[src/rtl/apb_uart_ctrl.sv]
// apb_uart_ctrl: APB3 slave UART with TX/RX FIFOs, 16x-oversampling baud
// generator, LSB-first framing (start, DATA_BITS data, one stop), sticky
// overrun/frame error flags and a registered, maskable level interrupt.
//
// Ports:
//   PCLK, PRESETn        clock (rising edge), synchronous active-low reset
//   PSEL, PENABLE,       APB3 slave request; PADDR[3:2] selects DATA, STATUS,
//   PWRITE, PADDR,       DIV or CTRL; upper address bits must be zero
//   PWDATA
//   PRDATA, PREADY,      read data (access phase only, else 0), ready (tied 1),
//   PSLVERR              error response (access phase only)
//   rxd                  asynchronous serial input
//   txd                  serial output, idles high
//   irq                  level interrupt, one cycle behind its cause
//   tx_state_dbg,        current TX / RX FSM state (IDLE=0 START=1 DATA=2 STOP=3)
//   rx_state_dbg
module apb_uart_ctrl #(
   parameter int DATA_BITS  = 8,
   parameter int FIFO_DEPTH = 16,
   parameter int ADDR_W     = 32,
   parameter int DIV_W      = 16,
   parameter int DEF_DIV    = 54
) (
   input  logic              PCLK,
   input  logic              PRESETn,
   input  logic              PSEL,
   input  logic              PENABLE,
   input  logic              PWRITE,
   input  logic [ADDR_W-1:0] PADDR,
   input  logic [31:0]       PWDATA,
   output logic [31:0]       PRDATA,
   output logic              PREADY,
   output logic              PSLVERR,
   input  logic              rxd,
   output logic              txd,
   output logic              irq,
   output logic [1:0]        tx_state_dbg,
   output logic [1:0]        rx_state_dbg
);

   localparam int AW = $clog2(FIFO_DEPTH);
   localparam int BW = (DATA_BITS > 1) ? $clog2(DATA_BITS) : 1;

   typedef enum logic [1:0] {ST_IDLE = 2'd0, ST_START = 2'd1, ST_DATA = 2'd2, ST_STOP = 2'd3} uart_state_t;

   // APB handshake: PSEL&PENABLE is the request (valid) and PREADY is tied
   // high, so every access completes in its access phase; all register side
   // effects commit on the rising edge that ends that phase.
   logic access, addr_ok, sel_data, apb_err, wr_ok, rd_ok;
   logic tx_push, rx_pop, div_wr, ctrl_wr, stat_wr;

   logic [DATA_BITS-1:0] tx_mem [FIFO_DEPTH];
   logic [DATA_BITS-1:0] rx_mem [FIFO_DEPTH];
   logic [AW:0]          tx_wr, tx_rd, rx_wr, rx_rd;
   logic                 tx_full, tx_empty, rx_full, rx_empty;

   logic [DIV_W-1:0] div_q, baud_cnt;
   logic             tick;
   logic [4:0]       ctrl_q;   // [0]tx_en [1]rx_en [2]ie_rx [3]ie_tx [4]ie_err
   logic             ovr_q, ferr_q;

   uart_state_t          tx_state, tx_next;
   logic                 tx_pop, tx_bit_done;
   logic [3:0]           tx_tcnt;
   logic [BW-1:0]        tx_bidx;
   logic [DATA_BITS-1:0] tx_shreg;

   uart_state_t          rx_state, rx_next;
   logic                 rx_s1, rx_s2, rx_s3, rx_fall;
   logic                 rx_mid, rx_bit_done, rx_sample, rx_push, ovr_set, ferr_set;
   logic [3:0]           rx_rcnt;
   logic [BW-1:0]        rx_bidx;
   logic [DATA_BITS-1:0] rx_shreg;

   logic unused_bits;
   assign unused_bits = ^{PADDR[1:0], PWDATA};

   // ---------------- APB decode ----------------
   assign access   = PSEL & PENABLE;
   assign addr_ok  = (PADDR[ADDR_W-1:4] == '0);
   assign sel_data = (PADDR[3:2] == 2'd0);
   // Full/empty here are the registered values, i.e. before any FSM push/pop
   // happening in the same cycle.
   assign apb_err  = access & (~addr_ok | (sel_data & PWRITE & tx_full)
                                        | (sel_data & ~PWRITE & rx_empty));
   assign wr_ok    = access & PWRITE & ~apb_err;
   assign rd_ok    = access & ~PWRITE & ~apb_err;
   assign tx_push  = wr_ok & sel_data;
   assign rx_pop   = rd_ok & sel_data;
   assign stat_wr  = wr_ok & (PADDR[3:2] == 2'd1);
   assign div_wr   = wr_ok & (PADDR[3:2] == 2'd2);
   assign ctrl_wr  = wr_ok & (PADDR[3:2] == 2'd3);
   assign PREADY   = 1'b1;
   assign PSLVERR  = apb_err;

   always_comb begin
      PRDATA = '0;
      if (rd_ok) begin
         case (PADDR[3:2])
            2'd0: PRDATA = 32'(rx_mem[rx_rd[AW-1:0]]);
            2'd1: PRDATA = {26'd0, ferr_q, ovr_q, rx_empty, rx_full, tx_empty, tx_full};
            2'd2: PRDATA = 32'(div_q);
            2'd3: PRDATA = {27'd0, ctrl_q};
         endcase
      end
   end

   // ---------------- FIFOs (wrap-bit pointers) ----------------
   assign tx_full  = (tx_wr[AW] != tx_rd[AW]) && (tx_wr[AW-1:0] == tx_rd[AW-1:0]);
   assign tx_empty = (tx_wr == tx_rd);
   assign rx_full  = (rx_wr[AW] != rx_rd[AW]) && (rx_wr[AW-1:0] == rx_rd[AW-1:0]);
   assign rx_empty = (rx_wr == rx_rd);

   always_ff @(posedge PCLK) begin
      if (tx_push) tx_mem[tx_wr[AW-1:0]] <= PWDATA[DATA_BITS-1:0];
      if (rx_push) rx_mem[rx_wr[AW-1:0]] <= rx_shreg;
   end

   always_ff @(posedge PCLK) begin
      if (!PRESETn) begin
         tx_wr <= '0;
         tx_rd <= '0;
         rx_wr <= '0;
         rx_rd <= '0;
      end else begin
         if (tx_push) tx_wr <= tx_wr + (AW+1)'(1);
         if (tx_pop)  tx_rd <= tx_rd + (AW+1)'(1);
         if (rx_push) rx_wr <= rx_wr + (AW+1)'(1);
         if (rx_pop)  rx_rd <= rx_rd + (AW+1)'(1);
      end
   end

   // ---------------- registers, baud generator, flags, irq ----------------
   assign tick = (baud_cnt == div_q);

   always_ff @(posedge PCLK) begin
      if (!PRESETn) begin
         div_q    <= DIV_W'(DEF_DIV);
         ctrl_q   <= 5'b00011;
         baud_cnt <= '0;
         ovr_q    <= 1'b0;
         ferr_q   <= 1'b0;
         irq      <= 1'b0;
      end else begin
         if (div_wr)  div_q  <= PWDATA[DIV_W-1:0];
         if (ctrl_wr) ctrl_q <= PWDATA[4:0];
         // A DIV write restarts the bit timing from a clean phase.
         if (div_wr || tick) baud_cnt <= '0;
         else                baud_cnt <= baud_cnt + DIV_W'(1);
         // A hardware set in the same cycle as a software clear wins.
         ovr_q  <= ovr_set  | (ovr_q  & ~(stat_wr & PWDATA[4]));
         ferr_q <= ferr_set | (ferr_q & ~(stat_wr & PWDATA[5]));
         irq    <= (ctrl_q[2] & ~rx_empty) | (ctrl_q[3] & tx_empty)
                 | (ctrl_q[4] & (ovr_q | ferr_q));
      end
   end

   // ---------------- TX FSM ----------------
   always_comb begin
      tx_next     = tx_state;
      tx_pop      = 1'b0;
      tx_bit_done = tick && (tx_tcnt == 4'd15);
      txd         = 1'b1;
      case (tx_state)
         ST_IDLE: if (ctrl_q[0] && !tx_empty) begin
            tx_next = ST_START;
            tx_pop  = 1'b1;
         end
         ST_START: begin
            txd = 1'b0;
            if (tx_bit_done) tx_next = ST_DATA;
         end
         ST_DATA: begin
            txd = tx_shreg[tx_bidx];
            if (tx_bit_done && tx_bidx == BW'(DATA_BITS-1)) tx_next = ST_STOP;
         end
         ST_STOP: if (tx_bit_done) begin
            // Chain straight into the next frame when more data is queued.
            if (ctrl_q[0] && !tx_empty) begin
               tx_next = ST_START;
               tx_pop  = 1'b1;
            end else begin
               tx_next = ST_IDLE;
            end
         end
         default: tx_next = ST_IDLE;
      endcase
   end

   always_ff @(posedge PCLK) begin
      if (!PRESETn) begin
         tx_state <= ST_IDLE;
         tx_tcnt  <= '0;
         tx_bidx  <= '0;
         tx_shreg <= '0;
      end else begin
         tx_state <= tx_next;
         if (tx_pop) tx_shreg <= tx_mem[tx_rd[AW-1:0]];
         if (tx_state == ST_IDLE) tx_tcnt <= '0;
         else if (tick)           tx_tcnt <= tx_tcnt + 4'd1;
         if (tx_state != ST_DATA) tx_bidx <= '0;
         else if (tx_bit_done)    tx_bidx <= tx_bidx + BW'(1);
      end
   end

   // ---------------- RX FSM ----------------
   assign rx_fall = rx_s3 & ~rx_s2;

   always_comb begin
      rx_next     = rx_state;
      rx_sample   = 1'b0;
      rx_push     = 1'b0;
      ovr_set     = 1'b0;
      ferr_set    = 1'b0;
      rx_mid      = tick && (rx_rcnt == 4'd7);
      rx_bit_done = tick && (rx_rcnt == 4'd15);
      if (!ctrl_q[1]) begin
         rx_next = ST_IDLE;
      end else begin
         case (rx_state)
            ST_IDLE:  if (rx_fall) rx_next = ST_START;
            // Half a bit in: a line back high means the edge was a glitch.
            ST_START: if (rx_mid) rx_next = rx_s2 ? ST_IDLE : ST_DATA;
            ST_DATA:  if (rx_bit_done) begin
               rx_sample = 1'b1;
               if (rx_bidx == BW'(DATA_BITS-1)) rx_next = ST_STOP;
            end
            ST_STOP:  if (rx_bit_done) begin
               rx_next = ST_IDLE;
               if (!rx_s2)       ferr_set = 1'b1;
               else if (rx_full) ovr_set  = 1'b1;
               else              rx_push  = 1'b1;
            end
            default:  rx_next = ST_IDLE;
         endcase
      end
   end

   always_ff @(posedge PCLK) begin
      if (!PRESETn) begin
         rx_state <= ST_IDLE;
         rx_s1    <= 1'b1;
         rx_s2    <= 1'b1;
         rx_s3    <= 1'b1;
         rx_rcnt  <= '0;
         rx_bidx  <= '0;
         rx_shreg <= '0;
      end else begin
         rx_state <= rx_next;
         rx_s1    <= rxd;
         rx_s2    <= rx_s1;
         rx_s3    <= rx_s2;
         // Restart the tick count at the mid-start point so later samples
         // land on bit centres.
         if (rx_state == ST_IDLE || (rx_state == ST_START && rx_next != ST_START))
            rx_rcnt <= '0;
         else if (tick)
            rx_rcnt <= rx_rcnt + 4'd1;
         if (rx_state != ST_DATA) rx_bidx <= '0;
         else if (rx_sample)      rx_bidx <= rx_bidx + BW'(1);
         if (rx_sample) rx_shreg[rx_bidx] <= rx_s2;
      end
   end

   assign tx_state_dbg = tx_state;
   assign rx_state_dbg = rx_state;

endmodule

[config.mk]
export PLATFORM = sky130hd
export DESIGN_NAME = apb_uart_ctrl
export DESIGN_NICKNAME = d
export VERILOG_FILES = /design/src/rtl/apb_uart_ctrl.sv
export SDC_FILE = /design/constraint.sdc
export NUM_CORES = 1
export LEC_CHECK = 0
export CAP_MARGIN = 30
export CORE_ASPECT_RATIO = 2
export CORE_MARGIN = 3
export CORE_UTILIZATION = 45
export CTS_BUF_LIST = sky130_fd_sc_hd__clkbuf_8
export CTS_CLUSTER_SIZE = 40
export DETAILED_ROUTE_END_ITERATION = 6
export SLEW_MARGIN = 20
export SYNTH_ARGS = -nofsm -noshare
export SYNTH_HDL_FRONTEND = slang
export SYNTH_SLANG_ARGS = --single-unit
[constraint.sdc]
create_clock -name PCLK -period 5.45 [get_ports PCLK]
set_input_delay 0.8175 -clock PCLK [delete_from_list [all_inputs] [get_ports PCLK]]
set_output_delay 0.8175 -clock PCLK [all_outputs]
set_load 0.03 [all_outputs]
== Yosys cells after proc, flatten, opt, wreduce, memory -nomap -nowiden ==
Memories as Yosys holds them, arrays and structs flattened. A register that Yosys moved wholly into a read port is not among the register bits.
Cells that the tools add are included.

* Register bits: 89
* Memories kept: 2
* Latch bits: 0
* Output and inout bits: 40
* Bits in read-only memories: 0
* Bits in writable memories: 256

{| class="wikitable"
|+ Memory list
! name !! words !! width !! rd ports !! clocked after Yosys merged registers in !! wr ports !! line !! source
|-
| rx_mem || 16 || 8 || 1 || 1 || 1 || 53 || <nowiki>logic [DATA_BITS-1:0] rx_mem [FIFO_DEPTH];</nowiki>
|-
| tx_mem || 16 || 8 || 1 || 1 || 1 || 52 || <nowiki>logic [DATA_BITS-1:0] tx_mem [FIFO_DEPTH];</nowiki>
|}

* Muxes and demuxes: 48
* Equal/unequal tests: 28
* Order comparisons: 3
* Multipliers: 0
* Bitwise operators: 38
* Add/subtract/negate cells: 9
* Divide/modulo/power cells: 0
* Reduce and logical (&&, ||, !) cells: 23
* Shift-type cells: 0

{| class="wikitable"
|+ Operator list
! kind !! number
|-
| $pmux W32 S4 || 1
|-
| $mux W32 || 1
|-
| $logic_not A28 Y1 || 1
|-
| $mux W1 || 26
|-
| $and A1 B1 Y1 || 23
|-
| $mux W2 || 11
|-
| $add A5 B1 Y5 const B || 4
|-
| $add A16 B1 Y16 const B || 1
|-
| $eq A16 B16 Y1 || 1
|-
| $pmux W2 S4 || 2
|-
| $eq A2 B2 Y1 const B || 6
|-
| $ne A2 B2 Y1 const B || 6
|-
| $eq A5 B5 Y1 || 2
|-
| $reduce_or A2 Y1 || 5
|-
| $logic_and A1 B1 Y1 || 9
|-
| $add A4 B1 Y4 const B || 2
|-
| $bwmux W8 || 1
|-
| $eq A4 B4 Y1 || 2
|-
| $eq A4 B4 Y1 const B || 2
|-
| $lt A3 B4 Y1 const B || 2
|-
| $mux W4 || 2
|-
| $not A1 Y1 || 8
|-
| $or A1 B1 Y1 || 7
|-
| $add A3 B1 Y3 const B || 2
|-
| 13 further kinds || 22
|}

== Logic depth before layout (Yosys ltp) ==
* Depth in word-level cells: 13
* Gate-level depth with buffers: 9
* Depth with buffers taken out: 8

== Worst setup path after synthesis ==
OpenSTA, ideal clock, no wires.

* Kind: in2out
* Start: input port PADDR[14]
* End: output port PRDATA[0]
* Required time: 4.633 ns
* Path slack: 1.875 ns
* Path buffers: 1
* Stages: 6
* Arrival time: 2.757 ns
* Cells stage by stage: nor4_1 > nand4_1 > nor4_2 > clkbuf_2 > o21ai_1 > a221oi_1

* Cells in the longest elaborated chain, start to end: 8

{| class="wikitable"
|+ RTL lines
! element !! line !! source
|-
| from (decl) || 29 || <nowiki>input logic [ADDR_W-1:0] PADDR,</nowiki>
|-
| $logic_not A28 Y1 || 80 || <nowiki>assign addr_ok = (PADDR[ADDR_W-1:4] == '0);</nowiki>
|-
| $not A1 Y1 || 84 || <nowiki>assign apb_err = access & (~addr_ok | (sel_data & PWRITE & tx_full)</nowiki>
|-
| $or A1 B1 Y1 || 84 ||
|-
| $or A1 B1 Y1 || 85 || <nowiki>| (sel_data & ~PWRITE & rx_empty));</nowiki>
|-
| $and A1 B1 Y1 || 84 ||
|-
| $not A1 Y1 || 87 || <nowiki>assign rd_ok = access & ~PWRITE & ~apb_err;</nowiki>
|-
| $and A1 B1 Y1 || 87 ||
|-
| $mux W32 || 98 || <nowiki>if (rd_ok) begin</nowiki>
|-
| to (decl) || 31 || <nowiki>output logic [31:0] PRDATA,</nowiki>
|}

Every way passes these cells.

== Worst setup path in the final report ==
* Start: input port PADDR[13]
* End: output port PRDATA[5]

Same word-level chain as after synthesis.

==> impl_metrics.tcl <==
set metrics [dict create \
    critPathTopFamily "buffers and inverters" \
    switching_share_pct 22.06 \
    final_common_cell "edfxtp_1" \
    synth_area_um2 15120 \
    yosys-top-cells-area "edfxtp_1, dfxtp_1, mux4_2, xor2_1, mux2i_1" \
    r2r_end "rx_mem[4][1]" \
    hold_viol 0 \
    grt_pass1_wl_um 53760 \
    p_int_mw 4.037 \
    synth_top_area_cell "edfxtp_1" \
    port_buffers 74 \
    hold_path.class "flop to flop" \
    clkSlewWorstSetupHoldPaths_ns 0.07 \
    p_leak_nw 5.522 \
    worstPathRequired_ns 4.63 \
    cts_made_buffers 49 \
    endpoint "PRDATA[5]" \
    cts.sinks 357 \
    synth_edf_count 256 \
    core_area_um2 33050 \
    postCtsSetupBuffers 0 \
    cp_slowest_cell "clkdlybuf4s50_1" \
    hpwl_um 25510 \
    synth_top_flop_cell "edfxtp_1" \
    dieWidth_um 135.6 \
    cpMostUsedCell "clkdlybuf4s50_1" \
    max_stage_delay_ns 0.73 \
    critPathLaunchType "input pin" \
    grt_max_degree 39 \
    slew_violations 0 \
    fin_nets 1191 \
    synth_seq_area_share_pct 64.22 \
    worstPathCellList "clkdlybuf4s50_1, nor4_1, nand4_1, nor4_2, buf_4, o21ai_1, a21oi_1, clkdlybuf4s50_1" \
    fin_worst_skew_ns 0.02370 \
    htreeDepth 2 \
    crit_fanout 12 \
    dp.cells 1476 \
    fin_util_pct 52.02 \
    grt_pass1_vias 8840 \
    clk_latency_ns 0.60 \
    drt_wl_total_um 35320 \
    path_class "input pin to output pin" \
    overflow 0 \
    min_period_over_period_pct 83.12 \
    max-cap-violations 0 \
    ctsResizeCount 0 \
    p_switching_mw 1.143 \
    antenna_found_initial 1 \
    drcViolationCount 0 \
    syn_to_final_growth_pct 13.70 \
    met2_usage_pct 40.53 \
    r2r-start "rx_state_dbg[0]" \
    async_reset_ff_share_pct 0 \
    avgSynthCellArea_um2 15.01 \
    max_freq_ghz 0.2207 \
    vias_per_cell 5.385 \
    start_util_pct 45.75 \
    clock_power_share_pct 38.7 \
    fillers 2764 \
    min_period_ns 4.530 \
    fp-row-count 94 \
    cts_hold_buf 0 \
    dieArea_um2 35970 \
    cp.buffers_inverters 3 \
    ys_types 64 \
    r2r_slack_ns 2.16 \
    status "finished clean" \
    power_density_nw_per_um2 301.3 \
    grtUsageTotal_pct 20.14 \
    grt_use_met1_pct 20.10 \
    final_layout_size_suffix_gt1_share_pct 17.47 \
    crit_start "PADDR[13]" \
    combPwrFrac_pct 5.1 \
    yosys.area.top_type_share_pct 50.84 \
    met3_usage_pct 2.631 \
    grt_setup_unrepaired "no" \
    critPathArrivalTime_ns 3.71 \
    syn_inst 1007 \
    cts_tree "built" \
    cp_num_cells 8 \
    power.share.sequential_pct 56.2 \
    firstDrtPassIters 5 \
    ys_seq_elements 357 \
    vias 8465 \
    gr-max-usage-layer "met2" \
    rr_worst_depth 7 \
    cts-root-buf "clkbuf_8" \
    tightest_slew_ns 0.9577 \
    ir_worst_vdd_uv 256.5 \
    drt_iter0_drc 484 \
    top_level_ports 110 \
    final_cell_count_no_fill 1572 \
    final_cell_mix "edfxtp_1, dfxtp_1, mux4_2" \
    ys_warn_count 0 \
    fin_setup_tns_ns 0 \
    slew_headroom_pct 35.80 \
    die_height_um 265.2 \
    setup_viol 0 \
    place_congestion 0.8306 \
    cts_buffer_depth 3 \
    ant_nets 0 \
    avgRoutedWirePerCell_um 22.47 \
    cp-end-kind "output pin" \
]
## logic make-up (layout without fill, tap and decap cells)
| logic type | count (synthesis) | in the layout | synth area share (%) |
|---|---|---|---|
| AO/OA/AOI/OAI | 75 | 75 | 3.368 |
| XOR/XNOR | 57 | 57 | 3.302 |
| adder cells (fa/ha/maj) | 21 | 21 | 1.738 |
| buffers and inverters | 86 | 203 | 3.161 |
| flip-flops | 357 | 357 | 64.22 |
| multiplexers | 118 | 118 | 14.52 |
| other | 2 | 18 | 0.04967 |
| AND/OR/NAND/NOR | 291 | 291 | 9.641 |
## per-layer routing
layer	part of all wire [%]	wire length [um]
met5	0	0
met1	33	11710
met3	3.2	1123
met2	60	21090
met4	4.0	1399
## cell type report
cell class                      count  area [um2]  share of cell area [%]
Inverter                           15       56.30                  0.3275
Clock buffer                       52       715.7                   4.163
Sequential cell                   357        9712                   56.49
Antenna cell                        1       2.502                 0.01456
Multi-Input combinational cell    579        5009                   29.13
Tap cell                          432       540.5                   3.144
Clock inverter                     38       237.7                   1.383
Timing Repair Buffer               98       918.4                   5.342
## per-stage QoR
step	cell area (um2)	hold WS, ns	total power, mW	setup slack (ns)
6_report	17190	0.4024	5.180	0.9198
5_1_grt	17190	0.4387	5.368	0.7844
4_1_cts	17150	0.4092	5.239	0.8922
3_5_place_dp	16200	0.3924	3.236	0.9247
3_3_place_gp	16180	0.3971	3.232	0.9042
2_1_floorplan	15180	0.3863	3.140	1.875
## worst min-delay path by stage
stage | end | from | slack, ns | cells past startpoint
5_1_grt | rx_s2 | rx_s1 | 0.44 | 1
2_1_floorplan | rx_s2 | rx_s1 | 0.39 | 1
3_5_place_dp | rx_s2 | rx_s1 | 0.39 | 1
4_1_cts | rx_s2 | rx_s1 | 0.41 | 1
3_3_place_gp | rx_s2 | rx_s1 | 0.40 | 1
6_report | rx_s2 | rx_s1 | 0.40 | 1
## power groups by stage
stage | Clock, mW | Combinational (mW) | Sequential, mW
detailed placement | 0 | 0.268 | 2.97
CTS | 2.06 | 0.269 | 2.91
floorplan | 0 | 0.170 | 2.97
finish | 2.01 | 0.264 | 2.91
global placement | 0 | 0.264 | 2.97
global route | 2.17 | 0.287 | 2.91
## synthesized netlist by cell type (14+ instances only)
cell      instances
nor2_1           72
clkbuf_1         20
mux4_2           81
dfxtp_1         101
edfxtp_1        256
mux2i_1          36
buf_2            15
and3_1           28
nand2_1          76
nor4_1           17
ha_1             21
a21oi_1          14
o21ai_0          22
buf_4            22
xor2_1           44
inv_1            14
nand3_1          35
## registers in the layout, summed over array words and instances, names as in the netlist, 2 cells and up, named ones only
register      count
rx_mem          128
tx_mem          128
baud_cnt         16
div_q            16
rx_shreg          8
tx_shreg          8
ctrl_q            5
rx_rd             5
rx_wr             5
tx_rd             5
tx_wr             5
rx_rcnt           4
tx_tcnt           4
rx_bidx           3
tx_bidx           3
rx_state_dbg      2
tx_state_dbg      2
Note: power is estimated with default switching activity, not from simulation.
